### src/rtl/face_frame_sequencer.sv
// -----------------------------------------------------------------------------
// face_frame_sequencer
//
// Sequences one frame through the face_reader filter. The block accepts
// IMG_WIDTH*IMG_HEIGHT RGB pixels from the source and registers them onto the
// filter load bus, enables processing, then forwards the filter's mask stream
// and captures the first centroid the filter reports. It also flags a filter
// that never finishes (timeout) and a mask stream of the wrong length.
//
// Ports
//   clk, rst                 clock (rising edge), async active-high reset
//   start                    begin a frame (sampled only while idle)
//   s_valid / s_ready        source pixel handshake
//   s_r, s_g, s_b            source pixel channels
//   filt_r, filt_g, filt_b   registered pixel presented to the filter
//   filt_enable              filter load enable
//   filt_process             filter processing enable
//   filt_pixel, filt_finish  filter mask output and its streaming flag
//   filt_cx, filt_cy         filter centroid
//   filt_centroid_ready      filter centroid valid
//   mask_valid, mask_data    forwarded mask stream (one-cycle latency)
//   centroid_x, centroid_y   captured centroid
//   centroid_valid           centroid captured this frame (sticky)
//   busy                     sequencer is not idle
//   done                     one-cycle pulse at successful frame completion
//   err_timeout              filter did not finish in time (sticky)
//   err_length               mask stream length != frame size (sticky)
//
// States
//   state   | meaning
//   --------+-----------------------------------------------------------
//   IDLE    | waiting for start; flags from the last frame stay visible
//   LOAD    | accepting source pixels into the filter
//   WAIT    | filter processing, counting cycles until filt_finish
//   DRAIN   | forwarding mask pixels while filt_finish is high
//   DONE    | one-cycle completion pulse
//   ERROR   | one-cycle recovery after a timeout, no done pulse
// -----------------------------------------------------------------------------
module face_frame_sequencer #(
  parameter int IMG_WIDTH  = 256,
  parameter int IMG_HEIGHT = 256,
  parameter int DEPTH      = 8,
  parameter int TIMEOUT    = 1048576,
  parameter int CNT_W      = 21
) (
  input  logic             clk,
  input  logic             rst,
  input  logic             start,
  input  logic             s_valid,
  output logic             s_ready,
  input  logic [DEPTH-1:0] s_r,
  input  logic [DEPTH-1:0] s_g,
  input  logic [DEPTH-1:0] s_b,
  output logic [DEPTH-1:0] filt_r,
  output logic [DEPTH-1:0] filt_g,
  output logic [DEPTH-1:0] filt_b,
  output logic             filt_enable,
  output logic             filt_process,
  input  logic [DEPTH-1:0] filt_pixel,
  input  logic             filt_finish,
  input  logic [7:0]       filt_cx,
  input  logic [7:0]       filt_cy,
  input  logic             filt_centroid_ready,
  output logic             mask_valid,
  output logic [DEPTH-1:0] mask_data,
  output logic [7:0]       centroid_x,
  output logic [7:0]       centroid_y,
  output logic             centroid_valid,
  output logic             busy,
  output logic             done,
  output logic             err_timeout,
  output logic             err_length
);

  localparam logic [CNT_W-1:0] N_PIX    = CNT_W'(IMG_WIDTH * IMG_HEIGHT);
  localparam logic [CNT_W-1:0] N_LAST   = CNT_W'(IMG_WIDTH * IMG_HEIGHT - 1);
  localparam logic [CNT_W-1:0] TMO_LAST = CNT_W'(TIMEOUT - 1);
  localparam logic [CNT_W-1:0] CNT_ONE  = CNT_W'(1);
  localparam logic [CNT_W-1:0] CNT_MAX  = '1;

  typedef enum logic [2:0] {
    S_IDLE,
    S_LOAD,
    S_WAIT,
    S_DRAIN,
    S_DONE,
    S_ERROR
  } state_t;

  state_t           state_q, state_d;
  logic [DEPTH-1:0] filt_r_q, filt_r_d;
  logic [DEPTH-1:0] filt_g_q, filt_g_d;
  logic [DEPTH-1:0] filt_b_q, filt_b_d;
  logic [CNT_W-1:0] pix_cnt_q, pix_cnt_d;
  logic [CNT_W-1:0] tmo_cnt_q, tmo_cnt_d;
  logic [CNT_W-1:0] mask_cnt_q, mask_cnt_d;
  logic             mask_valid_q, mask_valid_d;
  logic [DEPTH-1:0] mask_data_q, mask_data_d;
  logic [7:0]       cx_q, cx_d;
  logic [7:0]       cy_q, cy_d;
  logic             cvalid_q, cvalid_d;
  logic             err_tmo_q, err_tmo_d;
  logic             err_len_q, err_len_d;

  logic             in_stream;

  // Filter enables are decoded straight from the state register so that an
  // asynchronous reset removes them without waiting for a clock edge.
  assign s_ready      = (state_q == S_LOAD);
  assign filt_enable  = (state_q == S_LOAD) || (state_q == S_WAIT) || (state_q == S_DRAIN);
  assign filt_process = (state_q == S_WAIT) || (state_q == S_DRAIN);
  assign busy         = (state_q != S_IDLE);
  assign done         = (state_q == S_DONE);
  assign in_stream    = (state_q == S_WAIT) || (state_q == S_DRAIN);

  assign filt_r         = filt_r_q;
  assign filt_g         = filt_g_q;
  assign filt_b         = filt_b_q;
  assign mask_valid     = mask_valid_q;
  assign mask_data      = mask_data_q;
  assign centroid_x     = cx_q;
  assign centroid_y     = cy_q;
  assign centroid_valid = cvalid_q;
  assign err_timeout    = err_tmo_q;
  assign err_length     = err_len_q;

  always_comb begin
    state_d      = state_q;
    filt_r_d     = filt_r_q;
    filt_g_d     = filt_g_q;
    filt_b_d     = filt_b_q;
    pix_cnt_d    = pix_cnt_q;
    tmo_cnt_d    = tmo_cnt_q;
    mask_cnt_d   = mask_cnt_q;
    mask_valid_d = 1'b0;
    mask_data_d  = mask_data_q;
    cx_d         = cx_q;
    cy_d         = cy_q;
    cvalid_d     = cvalid_q;
    err_tmo_d    = err_tmo_q;
    err_len_d    = err_len_q;

    unique case (state_q)
      S_IDLE: begin
        if (start) begin
          state_d    = S_LOAD;
          pix_cnt_d  = '0;
          tmo_cnt_d  = '0;
          mask_cnt_d = '0;
          cvalid_d   = 1'b0;
          err_tmo_d  = 1'b0;
          err_len_d  = 1'b0;
        end
      end

      S_LOAD: begin
        if (s_valid) begin
          filt_r_d = s_r;
          filt_g_d = s_g;
          filt_b_d = s_b;
          if (pix_cnt_q != N_PIX) begin
            pix_cnt_d = pix_cnt_q + CNT_ONE;
          end
          if (pix_cnt_q >= N_LAST) begin
            state_d = S_WAIT;
          end
        end
      end

      S_WAIT: begin
        // A finish arriving on the last allowed cycle still counts as success.
        if (filt_finish) begin
          state_d = S_DRAIN;
        end else if (tmo_cnt_q >= TMO_LAST) begin
          state_d   = S_ERROR;
          err_tmo_d = 1'b1;
        end else begin
          tmo_cnt_d = tmo_cnt_q + CNT_ONE;
        end
      end

      S_DRAIN: begin
        if (!filt_finish) begin
          state_d = S_DONE;
          if (mask_cnt_q != N_PIX) begin
            err_len_d = 1'b1;
          end
        end
      end

      S_DONE: begin
        state_d = S_IDLE;
      end

      S_ERROR: begin
        state_d = S_IDLE;
      end

      default: begin
        state_d = S_IDLE;
      end
    endcase

    // Mask forwarding: the WAIT->DRAIN cycle already carries the first pixel.
    if (in_stream && filt_finish) begin
      mask_valid_d = 1'b1;
      mask_data_d  = filt_pixel;
      if (mask_cnt_q != CNT_MAX) begin
        mask_cnt_d = mask_cnt_q + CNT_ONE;
      end
      // Surplus pixels are still forwarded, but the frame is marked bad.
      if (mask_cnt_q >= N_PIX) begin
        err_len_d = 1'b1;
      end
    end

    // Only the first centroid report of a frame is kept.
    if (in_stream && filt_centroid_ready && !cvalid_q) begin
      cx_d     = filt_cx;
      cy_d     = filt_cy;
      cvalid_d = 1'b1;
    end
  end

  always_ff @(posedge clk or posedge rst) begin
    if (rst) begin
      state_q      <= S_IDLE;
      filt_r_q     <= '0;
      filt_g_q     <= '0;
      filt_b_q     <= '0;
      pix_cnt_q    <= '0;
      tmo_cnt_q    <= '0;
      mask_cnt_q   <= '0;
      mask_valid_q <= 1'b0;
      mask_data_q  <= '0;
      cx_q         <= '0;
      cy_q         <= '0;
      cvalid_q     <= 1'b0;
      err_tmo_q    <= 1'b0;
      err_len_q    <= 1'b0;
    end else begin
      state_q      <= state_d;
      filt_r_q     <= filt_r_d;
      filt_g_q     <= filt_g_d;
      filt_b_q     <= filt_b_d;
      pix_cnt_q    <= pix_cnt_d;
      tmo_cnt_q    <= tmo_cnt_d;
      mask_cnt_q   <= mask_cnt_d;
      mask_valid_q <= mask_valid_d;
      mask_data_q  <= mask_data_d;
      cx_q         <= cx_d;
      cy_q         <= cy_d;
      cvalid_q     <= cvalid_d;
      err_tmo_q    <= err_tmo_d;
      err_len_q    <= err_len_d;
    end
  end

endmodule

### config.mk
export PLATFORM = sky130hd
export DESIGN_NAME = face_frame_sequencer
export DESIGN_NICKNAME = d
export VERILOG_FILES = /design/src/rtl/face_frame_sequencer.sv
export SDC_FILE = /design/constraint.sdc
export NUM_CORES = 1
export LEC_CHECK = 0
export CAP_MARGIN = 10
export CORE_ASPECT_RATIO = 1.2
export CORE_MARGIN = 3
export CORE_UTILIZATION = 35
export CTS_CLUSTER_SIZE = 40
export DETAILED_ROUTE_END_ITERATION = 6
export GPL_TIMING_DRIVEN = 0
export PLACE_DENSITY = 0.56
export SLEW_MARGIN = 5
export SYNTH_ARGS = -nofsm -noshare
export SYNTH_HDL_FRONTEND = slang
export SYNTH_SLANG_ARGS = --single-unit
### constraint.sdc
create_clock -name clk -period 4.3 [get_ports clk]
set_input_delay 0.645 -clock clk [delete_from_list [all_inputs] [get_ports clk]]
set_output_delay 0.645 -clock clk [all_outputs]
set_load 0.005 [all_outputs]
==> impl_metrics.toml <==
[setup_path]
critPathSlowestCell = "clkdlybuf4s50_1"
rrSetupSlack_ns = 1.42
crit_required_ns = 3.65
path_delay_family = "buffers and inverters"
path_buf_inv = 3
crit_chain = "buf_2 -> inv_1 -> nor3_1 -> clkdlybuf4s50_1"
arrival_ns = 2.31
startpoint_type = "register"
end_kind = "output pin"
max_stage_delay_ns = 0.63
critPathKind = "register to output pin"
path_max_fanout = 10

[clock_network]
cts_tree = "done"
hold_buffers = 0
cts_made_buffers = 17
cts-root-buf = "clkbuf_16"
cts.clk_slew.worst_paths_ns = 0.06
cts_resized = 0
cts.sink_count = 118
clock_path_buffers = 2
htreeDepth = 4
clock_latency_ns = 0.41
postCtsSetupBuffers = 0

[placement]
hpwl_um = 10400
dp_slack_ns = 1.20
globalplace.congestion = 0.836
dpl_cell_area_mm2 = 0.00706
port-buffer-count = 110
dp.cells = 852

[logic_synthesis]
yosysUniqueCellTypes = 58
synth_cells = 533
synth_edf_count = 0
yosys.area.top_type = "dfrtp_1"
yosys_warnings = 0
ys.flop_type = "dfrtp_1"
ys_ff_latch = 118
syn-cell-area_mm2 = 0.00566
synth_area_leaders = "dfrtp_1, mux2_2, nand2_1"
synth_top_area_share_pct = 52.1
ys_seq_area_share_pct = 52.1
async_flop_share_pct = 100
synthesis.nets = 592
syn_area_per_cell_um2 = 10.6

[sta]
timing.fmax_mhz = 338
fin_ws_ns = 1.34
rsz0062_at_grt = "false"
finalHoldViolCount = 0
period_share_pct = 68.8
finalCriticalPeriod_ns = 2.96
finalMaxSlewViolations = 0
worstMarginPinSlew_ns = 0.808
relSlewSlack_pct = 45.6
finalSetupViolations = 0
finalSetupTns_ns = 0
skew_ns = 0.00819
holdWs_ns = 0.472

[floorplanning]
design.core.area_mm2 = 0.0157
dieWidth_um = 122
ios = 111
start_util_pct = 36.1
die_height_um = 145
die_area_mm2 = 0.0178
rows = 50

[detailed_routing]
wl_per_cell_um = 16.4
num_vias = 4586
drt_first_iter_violations = 210
viasPerCell = 5.19
drc = 0
wirelength_um = 14500
drtPass1Iterations = 4
antenna_left = 0

[grt]
grt_max_degree = 89
track_usage_pct = 17.2
grt_overflow = 0
antenna_found_initial = 0
grt_pass1_vias = 4805
grt_pass1_wl_um = 24500

[pwr]
p_total_mw = 4.30
vdd_drop_max_mv = 0.354
leakage_nw = 3.26
p_per_area_mw_per_mm2 = 563

[layout]
diodes = 0
final_nets = 722
stdcell_count = 884
area_delta_synth_final_pct = 34.9
drive_above_1_share_pct = 14.9
post-route-util_pct = 48.7
finish.instance_area_mm2 = 0.00764
nFillCells = 1449

[status]
status = "complete, no violations"

[worst_hold_path]
holdCritPathClass = "register to register"

[flow_run]
drv_cap = 0
## final timing paths
kind,start,end,depth (start not counted)
max,state_q[0],s_ready,4
min,mask_data[2],mask_data[2],2
max reg2reg,state_q[0],pix_cnt_q[16],7
min reg2reg,mask_data[2],mask_data[2],2
max in group asynchronous,rst,pix_cnt_q[16],3
min in group asynchronous,rst,filt_g[4],2
## cell families after synthesis
| logic type | Yosys count | share of synthesized area [%] |
|---|---|---|
| compound gates | 80 | 10.2 |
| fa+ha+maj | 5 | 1.10 |
| xor+xnor | 17 | 2.63 |
| flops | 118 | 52.1 |
| simple gates | 223 | 20.6 |
| buf+inv | 37 | 3.09 |
| mux | 53 | 10.2 |
## flip-flops by register name, indices dropped and copies added (netlist names)
signal / count
filt_r: 8
centroid_y: 8
centroid_valid: 1
state_q: 3
pix_cnt_q: 21
centroid_x: 8
filt_g: 8
mask_cnt_q: 21
filt_b: 8
err_timeout: 1
mask_data: 8
mask_valid: 1
tmo_cnt_q: 21
err_length: 1
## placed cells by master, fill, tap and decap left out, types with 6 or more instances in the layout
| cell | instances |
|---|---|
| o211ai_1 | 15 |
| mux2i_1 | 13 |
| clkbuf_16 | 17 |
| xor2_1 | 11 |
| xnor2_1 | 6 |
| o31ai_1 | 9 |
| dfrtp_1 | 118 |
| nor3_1 | 9 |
| nand4_1 | 11 |
| clkbuf_1 | 15 |
| clkdlybuf4s50_1 | 110 |
| or3_1 | 8 |
| clkinv_4 | 6 |
| and3_1 | 8 |
| or4_1 | 10 |
| mux2_2 | 40 |
| nand3_1 | 25 |
| nand2_1 | 81 |
| nor4_1 | 9 |
| a21oi_1 | 16 |
| nor2_1 | 31 |
| o21ai_0 | 13 |
| inv_1 | 14 |
## report_power, final
group / switching [mW] / internal [mW] / total (mW)
clock network: 0.529 / 0.855 / 1.38
registers: 0.167 / 1.38 / 1.55
logic: 0.573 / 0.793 / 1.37
total: 1.27 / 3.03 / 4.30
## final cells by class
cell class | count | area, µm² | share of cell area, %
clock inverter | 14 | 154 | 2.01
multi-input combinational | 378 | 2540 | 33.2
tap | 208 | 260 | 3.41
buffer | 22 | 119 | 1.56
clock buffer | 18 | 429 | 5.62
inverter | 15 | 61.3 | 0.802
sequential | 118 | 2950 | 38.6
timing repair buffer | 111 | 1130 | 14.8
## routing by layer
layer | global-route usage (%) | wire (µm) | part of all wire (%)
met1 | 21.4 | 6200 | 43
met2 | 29.0 | 7320 | 51
met3 | 5.52 | 817 | 5.6
met4 | 4.31 | 151 | 1.0
met5 | 0 | 0 | 0
## worst register-to-register path, cell delays in order (launching register included)
cell and delay [ns]:
dfrtp_1 0.41, buf_2 0.20, nor3_1 0.40, and2_1 0.19, clkbuf_1 0.36, clkbuf_1 0.47, clkbuf_1 0.60, a21oi_1 0.11
## synthesized netlist by cell type, types with 8 or more instances
library cell,n
and3_1,8
xor2_1,11
a21oi_1,16
o211ai_1,15
nor4_1,9
mux2i_1,13
o21ai_0,13
or3_1,8
clkbuf_1,14
mux2_2,40
o31ai_1,9
nor3_1,9
dfrtp_1,118
nor2_1,31
nand2_1,81
nand3_1,25
or4_1,10
inv_1,15
nand4_1,11
No activity file was read; power rests on OpenSTA's default activity.
